[src/rtl/fm_wm_pkg.sv]
// fm_wm_pkg: shared FSM state encoding and default base address for the
// feature-map x weight-matrix result writer.
package fm_wm_pkg;

  // Result writer FSM states
  typedef enum logic [1:0] {
    IDLE  = 2'd0,
    WRITE = 2'd1,
    DONE  = 2'd2
  } state_t;

  // Address of result element (0,0) in the output memory
  localparam logic [12:0] DEFAULT_BASE_ADDRESS = 13'h400;

endpackage

[src/rtl/fm_wm_result_sat.sv]
// fm_wm_result_sat: combinational accumulator -> output element converter.
// Build option FM_WM_RESULT_SATURATE_EN: when defined, values outside the
// signed OUT_WIDTH range clamp to the most positive / most negative code;
// when undefined, the low OUT_WIDTH bits are passed through unchanged.
module fm_wm_result_sat #(
  parameter int ACC_WIDTH = 24,
  parameter int OUT_WIDTH = 16
) (
  input  logic [ACC_WIDTH-1:0] acc_i,
  output logic [OUT_WIDTH-1:0] data_o
);

`ifdef FM_WM_RESULT_SATURATE_EN
  // The value fits when the sign bit of the output and every discarded
  // upper bit all agree; any disagreement means overflow.
  logic [ACC_WIDTH-OUT_WIDTH:0] top_bits;
  assign top_bits = acc_i[ACC_WIDTH-1:OUT_WIDTH-1];

  // Clamp on overflow, direction taken from the accumulator sign
  always_comb begin
    data_o = acc_i[OUT_WIDTH-1:0];
    if ((|top_bits) && !(&top_bits)) begin
      data_o = acc_i[ACC_WIDTH-1] ? {1'b1, {(OUT_WIDTH-1){1'b0}}}
                                  : {1'b0, {(OUT_WIDTH-1){1'b1}}};
    end
  end
`else
  // Plain truncation; upper accumulator bits are intentionally dropped
  logic unused_hi;
  assign unused_hi = ^acc_i[ACC_WIDTH-1:OUT_WIDTH];
  assign data_o    = acc_i[OUT_WIDTH-1:0];
`endif

endmodule

[src/rtl/fm_wm_result_writer.sv]
// fm_wm_result_writer: accepts FEATURE_ROWS x WEIGHT_COLS product elements in
// row-major order and writes each to BASE_ADDRESS + row*WEIGHT_COLS + col with
// one cycle of write latency, then pulses done_o. Element conversion is done
// by fm_wm_result_sat (saturation selected by FM_WM_RESULT_SATURATE_EN).
module fm_wm_result_writer
  import fm_wm_pkg::*;
#(
  parameter int                       ADDRESS_WIDTH = 13,
  parameter int                       FEATURE_ROWS  = 6,
  parameter int                       WEIGHT_COLS   = 3,
  parameter logic [ADDRESS_WIDTH-1:0] BASE_ADDRESS  = ADDRESS_WIDTH'(DEFAULT_BASE_ADDRESS),
  parameter int                       ACC_WIDTH     = 24,
  parameter int                       OUT_WIDTH     = 16
) (
  input  logic                     clk_i,
  input  logic                     reset_i,
  input  logic                     start_i,
  input  logic                     in_valid_i,
  input  logic [ACC_WIDTH-1:0]     in_data_i,
  output logic                     in_ready_o,
  output logic                     mem_wr_en_o,
  output logic [ADDRESS_WIDTH-1:0] mem_wr_address_o,
  output logic [OUT_WIDTH-1:0]     mem_wr_data_o,
  output logic                     busy_o,
  output logic                     done_o
);

  localparam int ROW_W = (FEATURE_ROWS > 1) ? $clog2(FEATURE_ROWS) : 1;
  localparam int COL_W = (WEIGHT_COLS > 1) ? $clog2(WEIGHT_COLS) : 1;
  localparam logic [ROW_W-1:0] LAST_ROW = ROW_W'(FEATURE_ROWS - 1);
  localparam logic [COL_W-1:0] LAST_COL = COL_W'(WEIGHT_COLS - 1);

  state_t                   state_q;
  logic [ROW_W-1:0]         row_q;
  logic [COL_W-1:0]         col_q;
  logic                     mem_wr_en_q;
  logic [ADDRESS_WIDTH-1:0] mem_wr_address_q;
  logic [OUT_WIDTH-1:0]     mem_wr_data_q;
  logic                     done_q;

  logic                     handshake;
  logic                     last_col;
  logic                     last_elem;
  logic [ADDRESS_WIDTH-1:0] elem_address_d;
  logic [OUT_WIDTH-1:0]     elem_data_d;

  // Element conversion (truncate or saturate)
  fm_wm_result_sat #(
    .ACC_WIDTH (ACC_WIDTH),
    .OUT_WIDTH (OUT_WIDTH)
  ) u_sat (
    .acc_i  (in_data_i),
    .data_o (elem_data_d)
  );

  assign handshake = in_valid_i && (state_q == WRITE);
  assign last_col  = (col_q == LAST_COL);
  assign last_elem = last_col && (row_q == LAST_ROW);

  // Row-major address; arithmetic wraps at ADDRESS_WIDTH bits by construction
  assign elem_address_d = BASE_ADDRESS
                        + ADDRESS_WIDTH'(row_q) * ADDRESS_WIDTH'(WEIGHT_COLS)
                        + ADDRESS_WIDTH'(col_q);

  // FSM, element counters and registered memory-write outputs
  always_ff @(posedge clk_i or posedge reset_i) begin
    if (reset_i) begin
      state_q          <= IDLE;
      row_q            <= '0;
      col_q            <= '0;
      mem_wr_en_q      <= 1'b0;
      mem_wr_address_q <= '0;
      mem_wr_data_q    <= '0;
      done_q           <= 1'b0;
    end else begin
      mem_wr_en_q <= handshake;
      done_q      <= 1'b0;
      if (handshake) begin
        mem_wr_address_q <= elem_address_d;
        mem_wr_data_q    <= elem_data_d;
      end
      case (state_q)
        IDLE: begin
          if (start_i) begin
            state_q <= WRITE;
            row_q   <= '0;
            col_q   <= '0;
          end
        end
        WRITE: begin
          if (handshake) begin
            if (last_elem) begin
              // Final element: the DONE cycle lines up with its write strobe
              state_q <= DONE;
              done_q  <= 1'b1;
              row_q   <= '0;
              col_q   <= '0;
            end else if (last_col) begin
              col_q <= '0;
              row_q <= row_q + 1'b1;
            end else begin
              col_q <= col_q + 1'b1;
            end
          end
        end
        DONE: begin
          state_q <= IDLE;
        end
        default: begin
          state_q <= IDLE;
        end
      endcase
    end
  end

  assign in_ready_o       = (state_q == WRITE);
  assign busy_o           = (state_q == WRITE);
  assign mem_wr_en_o      = mem_wr_en_q;
  assign mem_wr_address_o = mem_wr_address_q;
  assign mem_wr_data_o    = mem_wr_data_q;
  assign done_o           = done_q;

endmodule

[config.mk]
export PLATFORM = sky130hd
export DESIGN_NAME = fm_wm_result_writer
export DESIGN_NICKNAME = d
export VERILOG_FILES = /design/src/rtl/fm_wm_pkg.sv /design/src/rtl/fm_wm_result_sat.sv /design/src/rtl/fm_wm_result_writer.sv
export SDC_FILE = /design/constraint.sdc
export NUM_CORES = 1
export LEC_CHECK = 0
export CAP_MARGIN = 20
export CORE_MARGIN = 10
export CORE_UTILIZATION = 44
export DETAILED_ROUTE_END_ITERATION = 12
export HOLD_SLACK_MARGIN = 0.02
export PLACE_DENSITY = 0.78
export SETUP_SLACK_MARGIN = 0.5
export SLEW_MARGIN = 20
export SYNTH_ARGS = -nofsm -noshare
export SYNTH_HDL_FRONTEND = slang
export SYNTH_HIERARCHICAL = 1
export SYNTH_SLANG_ARGS = --single-unit
[constraint.sdc]
create_clock -name clk_i -period 2.6 [get_ports clk_i]
set_input_delay 0.52 -clock clk_i [delete_from_list [all_inputs] [get_ports clk_i]]
set_output_delay 0.52 -clock clk_i [all_outputs]
set_load 0.1 [all_outputs]
Word level (Yosys, flattened, before mapping):

Cells that the tools add are included.
Widths: inputs -> output; s select.

* equality and inequality tests: 7
* add/subtract/negate cells: 4
* multipliers: 1
* reduce and logical (&&, ||, !) cells: 7
* mux-type cells: 17

Operator list (count)
* $mux 2: 7
* $add 12x2->13: 1
* $add 11x5->12 const A: 1
* $mux 3: 4
* $pmux 2 s2: 2
* $pmux 3 s2: 1
* $reduce_and 3->1: 2
* $mul 3x2->5 const B: 1
* $ne 2x1->1 const B: 2
* $reduce_and 4->1: 1
* $add 3x1->3 const B: 1
* $eq 3x3->1 const B: 1
* $mux 1: 3
* $ne 3x1->1 const B: 1
* $add 2x1->2 const B: 1
* $eq 2x1->1 const B: 1
* $eq 2x2->1 const B: 1
* $logic_and 1x1->1: 2
* $logic_not 2->1: 1
* $ne 2x2->1 const B: 1
* $reduce_bool 2->1: 1

* bits in registers: 38
* logic and storage cells: 43
* input port bits: 28

Longest topological paths before layout:

* depth in word-level cells: 5
* gate-level depth with buffers: 7
* gate-level depth less buffers: 7

Cells and area by module:

Netlist, hierarchy kept.

By module, submodules not included
* fm_wm_result_writer: instances 1, cells an instance 117, seq. area each 775.7 um^2, area an instance 1514.0 um^2
* fm_wm_result_sat: instances 1, cells an instance 16, seq. area each 0.0 um^2, area an instance 120.1 um^2

Least setup slack after synthesis:

No wires, ideal clock.

* path type: register to output
* from: reg state_q[1]
* to: out in_ready_o
* stages on the path, launching flop included: 4
* setup slack: 441 ps
* arrival: 1639 ps
* path through: dfrtp_1 -> nand2b_4 -> inv_1 -> buf_4

* cells in the longest elaborated chain, start to end: 1

RTL lines
* from (decl): RTL line fm_wm_result_writer.sv:33 `state_t state_q;`
* from (signal assigned): RTL line fm_wm_result_writer.sv:68 `state_q <= IDLE;`
* from (signal assigned): RTL line fm_wm_result_writer.sv:85 `state_q <= WRITE;`
* from (signal assigned): RTL line fm_wm_result_writer.sv:94 `state_q <= DONE;`
* $eq 2x1->1
* to (decl): RTL line fm_wm_result_writer.sv:20 `output logic in_ready_o,`

Every way passes these cells.

Worst setup path in the final report:

* from: reg row_q[0]
* to: reg mem_wr_address_q[3], in the netlist mem_wr_address_o[3]

* cells in the longest elaborated chain, start to end: 3

RTL lines
* from (decl): RTL line fm_wm_result_writer.sv:34 `logic [ROW_W-1:0] row_q;`
* from (signal assigned): RTL line fm_wm_result_writer.sv:100 `row_q <= row_q + 1'b1;`
* $mul 3x2->5: RTL line fm_wm_result_writer.sv:62 `+ ADDRESS_WIDTH'(row_q) * ADDRESS_WIDTH'(WEIGHT_COLS)`
* $add 11x5->12: RTL line fm_wm_result_writer.sv:62
* $add 12x2->13: RTL line fm_wm_result_writer.sv:63 `+ ADDRESS_WIDTH'(col_q);`
* to (signal assigned): RTL line fm_wm_result_writer.sv:79 `mem_wr_address_q <= elem_address_d;`
* to (decl): RTL line fm_wm_result_writer.sv:37 `logic [ADDRESS_WIDTH-1:0] mem_wr_address_q;`

Every way passes these cells.
A chain may end at the register's enable or synchronous reset.

==> out/qor.txt <==
Reg2reg path depth - 6
Initial Util - 45.0%
Clk sinks - 31
Largest net degree at the start of global routing - 32
# diodes - 0
Longest Clk Path Bufs - 2
Number of nets with antenna violations after routing - 0
Flops & latches, synth - 31
Via density - 4.82
Critical path arrival - 2.18 ns
Die H - 80.9 um
Post-synth EDFFs - 0
Cell row count - 22
Worst Hold Depth - 1
Total Routed Length - 3.20 mm
Sequential share of the synthesized area - 47.5%
Max incr delay on CP - 0.56 ns
Area Growth Syn to Fin - 21.6%
Reg2reg start - row_q[0]
Most common flop cell mapped by yosys - dfrtp_1
Drc violations - 0
Worst Setup EP - mem_wr_address_o[3]
Initial DRC Count - 37
Vias in the first global route - 1,149
Crit-path max FO - 6
Critical Path, Cell by Cell - fa_1 -> ha_1 -> inv_1 -> fa_1 -> xor2_1 -> o21ai_0
Top Ports - 61
Later-pin clock latency in the skew report - 0.28 ns
Cell Area, Synth - 0.00163 sq mm
MaxCap Viol Count - 0
CTS tree - yes
Clock skew - 0.00731 ns
Placeable Area - 0.00363 sq mm
CP max-delay cell - fa_1
Global route total overflow - 0
Leading cell type in the layout, fill and taps excluded - dfrtp_1
Tmin final - 1.99 ns
Synthesized netlist cell count - 133
Critical path class - reg -> reg
H-tree levels - 2
Max-slew violation count - 0
Post-Route Setup TNS - 0 ns
Initial antenna violation count - 0
Synth cell types - 29
CTS root buffer - clkbuf_8
Placer Congestion - 0.736
Final Cycle Share - 76.5%
Die width - 80.9 um
Asr flop ratio synth - 100%
Hold buffers post-CTS - 0
Top cell family by delay on the critical path - adder cells
RSZ-0062 raised after global routing - false
Most frequent cells in the layout - dfrtp_1 (31), buf_4 (27), mux2_2 (20)
NumNets Final - 202
HPWL Detailed - 2.55 mm
Drt pass-1 iters - 4
Via Count - 1,032
Total CTS buffers - 5
WL/cell - 15.0 um
Reg2reg setup slack - 0.61 ns
GRT Util Overall - 10.3%
Status - completed
Critical Path Start Type - flip-flop
Worst R2R End - mem_wr_address_o[3]
CP bufs+invs - 1
Worst hold path type - reg -> reg
Final setup fails - 0
CP startpoint - row_q[0]
Worst path depth - 6
Synthesized area per cell - 12.3 sq um
Share of layout cells above drive strength 1 - 36.7%
Number of I/O port buffers - 45
Critical path required time - 2.79 ns
Postcts setup bufs - 0
Worst-path clk slew - 0.06 ns
Fmax - 0.503 GHz
Endpoints failing hold - 0
Die Area - 0.00655 sq mm
Endpoint class of the critical path - flip-flop
First-pass GRT wire length - 5.26 mm
YS warnings - 6
Most frequent CP cell - fa_1
Resize count post-CTS - 0
## area by class of cell
| cell class | instances | area (sq um) |
|---|---|---|
| Clock inverter | 3 | 15.0 |
| Inverter | 10 | 41.3 |
| Tap cell | 48 | 60.1 |
| Fill cell | 328 | 1650 |
| Multi-Input combinational cell | 71 | 633 |
| Clock buffer | 5 | 68.8 |
| Timing Repair Buffer | 46 | 393 |
| Sequential cell | 31 | 776 |
## per-stage QoR
step                      setup slack [ns]  hold slack [ns]  instance area [sq um]  utilization (%)  std cells
after floorplan                      0.633            0.528                   1660                -        139
after global placement               0.567            0.455                   1900             52.4        206
after detailed placement             0.528            0.465                   1900             52.4        206
after CTS                            0.590            0.483                   1990             54.7        214
after global routing                 0.501            0.504                   1990             54.7        214
final                                0.611            0.480                   1990             54.7        214
## per-layer routing
layer  share of wire, %  track usage, %  vias to the layer above
met5                  0               0                        -
met3                 11            3.86                        9
li1                   -               -                      482
met1                 39            10.8                      499
met2                 48            16.7                       42
met4                2.8            7.27                        0
## cells in the mapped netlist, types with 2 or more instances
cell type	instances	area (sq um)
ha_1	7	87.6
nand2_1	5	18.8
a21o_1	2	15.0
and3_1	2	12.5
o21ai_0	5	25.0
dfrtp_1	31	776
mux2_2	20	225
a21oi_1	3	15.0
buf_4	25	188
fa_1	2	40.0
buf_6	2	22.5
nand2b_1	2	12.5
inv_1	10	37.5
nor3_1	2	10.0
## registers in the layout (all words and copies together) (netlist names)
name,cells
col_q,2
mem_wr_data_o,16
row_q,3
state_q,2
mem_wr_en_o,1
done_o,1
mem_wr_address_o,6
## worst min-delay path by stage
stage	startpoint	endpoint	slack, ns
2_1_floorplan	col_q[0]	col_q[0]	0.53
5_1_grt	mem_wr_address_o[10]	mem_wr_address_o[10]	0.50
3_5_place_dp	mem_wr_address_o[10]	mem_wr_address_o[10]	0.47
6_report	mem_wr_address_o[10]	mem_wr_address_o[10]	0.48
4_1_cts	mem_wr_address_o[10]	mem_wr_address_o[10]	0.48
3_3_place_gp	mem_wr_address_o[10]	mem_wr_address_o[10]	0.46
## logic make-up (layout without fill, tap and decap cells)
family,after synthesis,after routing,synth area share (%)
DFF,31,31,47.5
and+or+nand+nor,19,19,9.04
muxes,20,20,13.8
AOI/OAI and AO/OA,15,15,5.97
buffers and inverters,37,64,15.2
adders and majority gates,9,9,7.81
other,1,7,0.229
xor gates and xnor gates,1,1,0.536
Power is not shown: default switching activity piles up to over one toggle a cycle in this logic, so the estimate is an artifact.
